### src/rtl/spm_pkg.sv
// Shared widths and state encoding for the serial-parallel multiplier and its
// downstream negation stage.
package spm_pkg;

   localparam int SPM_WIDTH  = 8;
   localparam int SPM_PWIDTH = 2 * SPM_WIDTH - 1;

   typedef enum logic [1:0] {
      IDLE = 2'd0,
      RUN  = 2'd1,
      DONE = 2'd2
   } spm_state_e;

endpackage : spm_pkg

### src/rtl/spm_mag_multiplier_if.sv
// Operand/result bundle of the multiplier core: the requester drives the
// operands and start, and the core returns status and the product magnitude.
interface spm_mag_multiplier_if
   import spm_pkg::*;
#(
   parameter int WIDTH = SPM_WIDTH
);

   localparam int PWIDTH = 2 * WIDTH - 1;

   logic              start;
   logic [WIDTH-1:0]  a;
   logic [WIDTH-1:0]  b;
   logic              busy;
   logic              done;
   logic [PWIDTH-1:0] p_mag;
   logic              p_neg;

   modport master (
      output start, a, b,
      input  busy, done, p_mag, p_neg
   );

   modport slave (
      input  start, a, b,
      output busy, done, p_mag, p_neg
   );

endinterface : spm_mag_multiplier_if

### src/rtl/spm_abs.sv
// Two's-complement magnitude as an unsigned value of the same width; the most
// negative input maps to 2**(WIDTH-1), which still fits unsigned.
module spm_abs #(
   parameter int WIDTH = 8
) (
   input  logic [WIDTH-1:0] value,
   output logic [WIDTH-1:0] mag
);

   assign mag = value[WIDTH-1] ? (~value + WIDTH'(1)) : value;

endmodule : spm_abs

### src/rtl/spm_mag_multiplier.sv
// Shift-add multiplier core: one multiplier bit per clock, emitting |a|*|b|
// and a negate flag for the downstream two's-complement stage.
module spm_mag_multiplier
   import spm_pkg::*;
#(
   parameter int WIDTH = SPM_WIDTH
) (
   input  logic                  clk,
   input  logic                  rst,
   spm_mag_multiplier_if.slave   bus
);

   localparam int PWIDTH = 2 * WIDTH - 1;
   localparam int CW     = $clog2(WIDTH);

   spm_state_e          state;
   logic [WIDTH-1:0]    abs_a;
   logic [WIDTH-1:0]    abs_b;
   logic [WIDTH-1:0]    mag_a;
   logic [WIDTH-1:0]    mag_b;
   logic                sgn;
   logic [CW-1:0]       count;
   logic [2*WIDTH-1:0]  acc;
   logic [2*WIDTH-1:0]  acc_next;
   logic [WIDTH:0]      sum;
   logic                busy_q;
   logic                done_q;
   logic [PWIDTH-1:0]   p_mag_q;
   logic                p_neg_q;

   spm_abs #(.WIDTH(WIDTH)) u_abs_a (.value(bus.a), .mag(abs_a));
   spm_abs #(.WIDTH(WIDTH)) u_abs_b (.value(bus.b), .mag(abs_b));

   // One iteration: conditional add into the upper half (keeping the carry),
   // then shift the whole accumulator right with the carry entering the top.
   // NOTE: every always_comb output gets a default first so no latch is inferred.
   always_comb begin
      sum      = {1'b0, acc[2*WIDTH-1:WIDTH]};
      if (mag_b[0]) begin
         sum = sum + {1'b0, mag_a};
      end
      acc_next = {sum, acc[WIDTH-1:1]};
   end

   // NOTE: sequential state uses non-blocking assignments so every register
   // samples pre-edge values regardless of statement order.
   always_ff @(posedge clk or posedge rst) begin
      if (rst) begin
         state   <= IDLE;
         mag_a   <= '0;
         mag_b   <= '0;
         sgn     <= 1'b0;
         count   <= '0;
         acc     <= '0;
         busy_q  <= 1'b0;
         done_q  <= 1'b0;
         p_mag_q <= '0;
         p_neg_q <= 1'b0;
      end else begin
         done_q <= 1'b0;
         case (state)
            IDLE, DONE: begin
               if (bus.start) begin
                  mag_a  <= abs_a;
                  mag_b  <= abs_b;
                  sgn    <= bus.a[WIDTH-1] ^ bus.b[WIDTH-1];
                  acc    <= '0;
                  count  <= '0;
                  busy_q <= 1'b1;
                  state  <= RUN;
               end else begin
                  state  <= IDLE;
               end
            end
            RUN: begin
               acc   <= acc_next;
               mag_b <= mag_b >> 1;
               count <= count + CW'(1);
               if (count == CW'(WIDTH - 1)) begin
                  state   <= DONE;
                  busy_q  <= 1'b0;
                  done_q  <= 1'b1;
                  p_mag_q <= acc_next[PWIDTH-1:0];
                  // A zero product is never reported as negative.
                  p_neg_q <= sgn & (|acc_next);
               end
            end
            default: state <= IDLE;
         endcase
      end
   end

   assign bus.busy  = busy_q;
   assign bus.done  = done_q;
   assign bus.p_mag = p_mag_q;
   assign bus.p_neg = p_neg_q;

endmodule : spm_mag_multiplier

### src/flat_wrapper.sv
// flat-port wrapper written by rule: the top's interface ports become plain ports
module spm_mag_multiplier_flat import spm_pkg::*;
#(
   parameter int WIDTH = SPM_WIDTH
)
  (clk, rst, bus_start, bus_a, bus_b, bus_busy, bus_done, bus_p_mag, bus_p_neg);
  spm_mag_multiplier_if #(.WIDTH(WIDTH)) bus_i ();
  input  logic clk;
  input  logic rst;
  input wire logic [$bits(bus_i.start)-1:0] bus_start;
  input wire logic [$bits(bus_i.a)-1:0] bus_a;
  input wire logic [$bits(bus_i.b)-1:0] bus_b;
  output wire logic [$bits(bus_i.busy)-1:0] bus_busy;
  output wire logic [$bits(bus_i.done)-1:0] bus_done;
  output wire logic [$bits(bus_i.p_mag)-1:0] bus_p_mag;
  output wire logic [$bits(bus_i.p_neg)-1:0] bus_p_neg;
  assign bus_i.start = bus_start;
  assign bus_i.a = bus_a;
  assign bus_i.b = bus_b;
  assign bus_busy = bus_i.busy;
  assign bus_done = bus_i.done;
  assign bus_p_mag = bus_i.p_mag;
  assign bus_p_neg = bus_i.p_neg;
  spm_mag_multiplier #(.WIDTH(WIDTH)) u_core (.clk(clk), .rst(rst), .bus(bus_i));
endmodule
### config.mk
export PLATFORM = sky130hd
export DESIGN_NAME = spm_mag_multiplier_flat
export DESIGN_NICKNAME = d
export VERILOG_FILES = /design/src/rtl/spm_pkg.sv /design/src/rtl/spm_mag_multiplier_if.sv /design/src/rtl/spm_abs.sv /design/src/rtl/spm_mag_multiplier.sv /design/src/flat_wrapper.sv
export SDC_FILE = /design/constraint.sdc
export NUM_CORES = 1
export LEC_CHECK = 0
export CORE_UTILIZATION = 30
export CTS_BUF_LIST = sky130_fd_sc_hd__clkbuf_16
export CTS_CLUSTER_DIAMETER = 30
export DETAILED_ROUTE_END_ITERATION = 10
export HOLD_SLACK_MARGIN = 0.15
export SLEW_MARGIN = 0
export SYNTH_ARGS = -nofsm -noshare
export SYNTH_HDL_FRONTEND = slang
export SYNTH_SLANG_ARGS = --single-unit
### constraint.sdc
create_clock -name clk -period 2.3 [get_ports clk]
set_input_delay 0.575 -clock clk [delete_from_list [all_inputs] [get_ports clk]]
set_output_delay 0.575 -clock clk [all_outputs]
set_load 0.02 [all_outputs]
## After elaboration in Yosys (flattened, before gate mapping)

Index checks and enable logic that the tools add are counted.

- Bits in registers: 56
- Output and inout port bits: 18

- Bitwise operators: 4
- Eq/ne operators: 5
- Mux-type cells: 17
- Add/sub/neg operators: 4
- Reductions and logical operators: 8

Operators with widths:

| kind | count |
|---|---|
| case mux 16 bit (2 select lines) | 1 |
| two-way mux 8 bit | 3 |
| adder 8 x 1 -> 8 bit (second input constant) | 2 |
| two-way mux 16 bit | 1 |
| NOT 8 bit | 2 |
| case mux 8 bit (2 select lines) | 1 |
| OR reduction 16 bit | 1 |
| adder 8 x 8 -> 9 bit | 1 |
| two-way mux 9 bit | 1 |
| case mux 3 bit (2 select lines) | 1 |
| AND reduction 2 bit | 3 |
| two-way mux 1 bit | 5 |
| case mux 2 bit (2 select lines) | 1 |
| adder 3 x 1 -> 3 bit (second input constant) | 1 |
| == test 3 bit (second input constant) | 1 |
| two-way mux 3 bit | 1 |
| AND reduction 3 bit | 1 |
| == test 2 x 1 -> 1 bit (second input constant) | 1 |
| == test 2 bit (second input constant) | 1 |
| zero test 2 bit | 1 |
| two-way mux 2 bit | 1 |
| != test 2 x 1 -> 1 bit (second input constant) | 1 |
| != test 2 bit (second input constant) | 1 |
| case mux 1 bit (2 select lines) | 1 |
| other kinds (4) | 4 |

## Depth between registers and ports, before layout

- Depth in word-level cells: 5
- Depth in mapped cells: 9
- Gate-level depth less buffers: 9

## Cells and area by module

A second synthesis with hierarchy kept.

- Cells, all modules: 265
- Area, all modules: 2,820.2 µm²

By module, submodules not included:

| module | area each (µm²) | seq. area each (µm²) | times used | cells each |
|---|---|---|---|---|
| spm_mag_multiplier | 2,527.4 | 1,376.3 | 1 | 223 |
| spm_abs | 146.4 | 0.0 | 2 | 21 |

## Worst setup path before layout

No wires, ideal clock.

- Path kind: register -> register
- From: reg u_core.acc[8]
- To: reg u_core.p_neg_q (netlist: u_core.bus.p_neg)
- Required time: 2.156 ns
- Period minus slack after synthesis: 2.070 ns
- Path slack: 0.230 ns
- Setup time: 0.144 ns
- Path buffers: 0
- Arrival time: 1.926 ns
- Stages on the path, launching flop included: 10
- Path through: dfrtp_1 ha_1 inv_1 fa_1 nand2b_1 a21oi_1 o21ai_0 a21bo_2 a31oi_1 a41oi_1

- Word-level cells in the longest chain between the ends: 4

RTL lines:

| item | RTL line | text |
|---|---|---|
| start: declaration | spm_mag_multiplier.sv:23 | `logic [2*WIDTH-1:0] acc;` |
| start signal: assignment | spm_mag_multiplier.sv:76 | `acc <= acc_next;` |
| adder 8 x 8 -> 9 bit | spm_mag_multiplier.sv:40 | `sum = sum + {1'b0, mag_a};` |
| two-way mux 9 bit (*) | spm_mag_multiplier.sv:39 | `if (mag_b[0]) begin` |
| OR reduction 16 bit (*) | spm_mag_multiplier.sv:85 | `p_neg_q <= sgn & (\|acc_next);` |
| AND 1 bit (*) | spm_mag_multiplier.sv:85 |  |
| end signal: assignment | spm_mag_multiplier.sv:85 |  |
| end: declaration | spm_mag_multiplier.sv:29 | `logic p_neg_q;` |

Every way passes the cells marked *; elsewhere a longest branch is shown, timed or not.
A chain may end at the register's enable or synchronous reset.

## Worst setup path after layout

Ends and elaborated chain as after synthesis.

==> run metrics <==
Hold Buf Count CTS 0; final instance area 3470 µm²; final design utilization 0.392; clk_skew 0.00701 ns; # setup viols final 0; startpoint types flip-flop; Syn Std Cell Area 2780 µm²; R2R Setup Slk 0.14 ns; worst setup path end u_core.bus.p_neg; CP Max Fanout 3; ys flop type dfrtp_1; power per standard cell area 1290 nW/µm²; routed vias 2,128; gate count of the mapped netlist 282; top sig layer met4; Die W 98.3 µm; Gate power share 0.454; Critical Path RT 2.46 ns; CTS Buffer Depth 2; Worst VDD drop 0.457 mV; first-pass GRT wire length 9.80 mm; IO Pins 37; nets@finish 351; H-tree levels 2; vias in the first global route 2,025; Async SR Flop Fraction 1.00; final hold vios 0; clk root buf clkbuf_16; GR Util All Layers 0.127; Worst Max-Slew Pin Slew 1.06 ns; Hold Path Class flip-flop to flip-flop; Net Sw Power 0.00176 W; MaxCap Viol Count 0; DRT Wirelength 5.82 mm; switching share of power 0.394; status complete, no violations; Core Region 8850 µm²; WHS 0.482 ns; Die Y-Extent 98.3 µm; Mean Syn Cell Area 9.87 µm²; Synth area leaders dfrtp_1 49%, nand2_1 6.6%, o21ai_0 6.1%, ha_1 5.4%, a22o_1 2.8%; Register Area 1380 µm²; Fillers 885; reg2reg end u_core.bus.p_neg; drt pass-1 iters 6; GP Congestion 0.794; Crit. Startpoint u_core.acc[8]; vias per cell 4.97; WP data arrival 2.31 ns; post-route ant nets 0; clk_lat worst skew 0.29 ns; # diodes 0; row count 34; top cell type by total area after synthesis dfrtp_1; footprint of the multi-input gates 1330 µm²; syn nets 314; Relative slew margins 0.293; total gr overflow 0; initial antenna violation count 0; FF-to-FF path depth 9; CP Capture Type flip-flop; layout cell share with drive strength beyond 1 0.100; Seq pwr share 0.374; DR WL met2 2.55 mm; P_int 0.00270 W; worst r2r src u_core.acc[8]; Final HPWL DP 4.18 mm; WL/cell 13.6 µm; clock power share 0.172; CTS tree done; initial core utilization 0.315; Tmin final 2.16 ns; CTS Sinks 55; count of different cell masters after synthesis 47; Port Buf Inserts 36; maximum clock rate 463 MHz; Post-route DRC 0; Pleak 1.53 nW; area grow syn2layout 24.6%; Synth top area share 0.494; Ys Warns 0; Final period util 0.938; die area 9670 µm²; M1 WL 2.95 mm; DR iter-0 viols 94; pins over their slew limit 0; Worst-path clk slew 0.07 ns; Setup CP Type flip-flop to flip-flop; largest net degree at the start of global routing 42; RSZ-0062 raised after global routing false; metal3 WL 218 µm; EDFF count, synth 0; flop and latch count out of synthesis 55; register area share after synthesis 0.494; CTS Buf Count 5; placed standard-cell area 3280 µm²
flip-flops by register name, indices dropped and copies added, names as in the netlist, 2 cells and up:
signal	flops
u_core.mag_b	8
u_core.count	3
u_core.state	2
u_core.mag_a	8
u_core.acc	15
u_core.bus.p_mag	15
per-stage QoR:
step / std cells / TNS (ns) / worst slack (ns) / power [W]
2_1_floorplan: 282 / 0 / 0.230 / 0.00297
3_3_place_gp: 419 / -0.235 / -0.103 / 0.00359
3_5_place_dp: 419 / -0.312 / -0.105 / 0.00365
4_1_cts: 428 / 0 / 0.00262 / 0.00445
5_1_grt: 428 / 0 / 0.0373 / 0.00481
6_report: 428 / 0 / 0.142 / 0.00446
power by group through the flow:
stage               Clock (W)  Sequential, W  Combinational, W
floorplan                   0        0.00171           0.00126
global placement            0        0.00167           0.00191
detailed placement          0        0.00168           0.00197
CTS                  0.000782        0.00167           0.00200
global route         0.000825        0.00173           0.00225
finish               0.000769        0.00167           0.00202
cell families after synthesis:
group           share of synthesized area
buf+inv                            0.0391
mux                                0.0391
fa+ha+maj                          0.0611
compound gates                      0.176
xor+xnor                           0.0440
simple gates                        0.146
flops                               0.494
worst min path at each step:
| stage | startpoint | to | depth (start not counted) |
|---|---|---|---|
| after floorplan | u_core.sgn | u_core.sgn | 2 |
| after global placement | u_core.bus.p_mag[0] | u_core.bus.p_mag[0] | 2 |
| after detailed placement | u_core.bus.p_mag[13] | u_core.bus.p_mag[13] | 2 |
| after CTS | u_core.bus.p_mag[13] | u_core.bus.p_mag[13] | 2 |
| after global routing | u_core.bus.p_mag[7] | u_core.bus.p_mag[7] | 2 |
| final | u_core.bus.p_mag[13] | u_core.bus.p_mag[13] | 2 |
cell usage after synthesis (4+ instances only):
master	n
dfrtp_1	55
nand2_1	49
o21ai_0	34
ha_1	12
inv_1	11
nor2_1	11
a22o_1	9
clkbuf_1	9
xor2_1	8
a22oi_1	6
nor2b_1	6
nor3_1	6
xnor2_1	6
mux2i_1	5
nand2b_1	5
o21ai_1	5
a31oi_1	4
mux2_2	4
layout by cell type, fill, tap and decap left out, types with 3 or more instances in the layout:
cell type        netlist  final
o21ai_1                5      6
mux2_2                 4      4
dfrtp_1               55     55
inv_1                 11     10
xnor2_1                6      6
mux2i_1                5      5
buf_4                  0      7
nand3b_1               3      3
o21ai_0               34     33
nand2_1               49     49
nor3_1                 6      5
xor2_1                 8      8
clkbuf_16              0      5
a22o_1                 9      9
nor2_1                11     11
a31oi_1                4      3
ha_1                  12     11
a22oi_1                6      6
clkdlybuf4s50_1        0     36
nand2b_1               5      4
nor2b_1                6      6
metal layers:
metal,vias to the layer above,global-route usage
met5,-,0
met4,0,0.0482
met3,6,0.0193
met2,48,0.200
met1,1011,0.177
li1,1063,-
layout make-up:
cell class | instances | share of cell area
Sequential cell | 55 | 0.397
Clock buffer | 5 | 0.0361
Multi-Input combinational cell | 201 | 0.384
Inverter | 12 | 0.0130
Clock inverter | 3 | 0.00649
Tap cell | 108 | 0.0389
Timing Repair Buffer | 44 | 0.125
worst max-delay path, cell delays in order, from the launching register on:
cell and delay, ns:
dfrtp_1 0.37, ha_2 0.21, inv_1 0.06, fa_1 0.40, nand2b_4 0.17, a21oi_2 0.12, o21ai_1 0.11, a21bo_2 0.25
a31oi_4 0.21, a41oi_1 0.12
timing repair:
item	in CTS	in global routing
gates resized for setup	2	5
setup buffers	1	0
setup endpoints to repair	3	3
pin swaps	0	1
No activity file was read; power rests on OpenSTA's default activity.
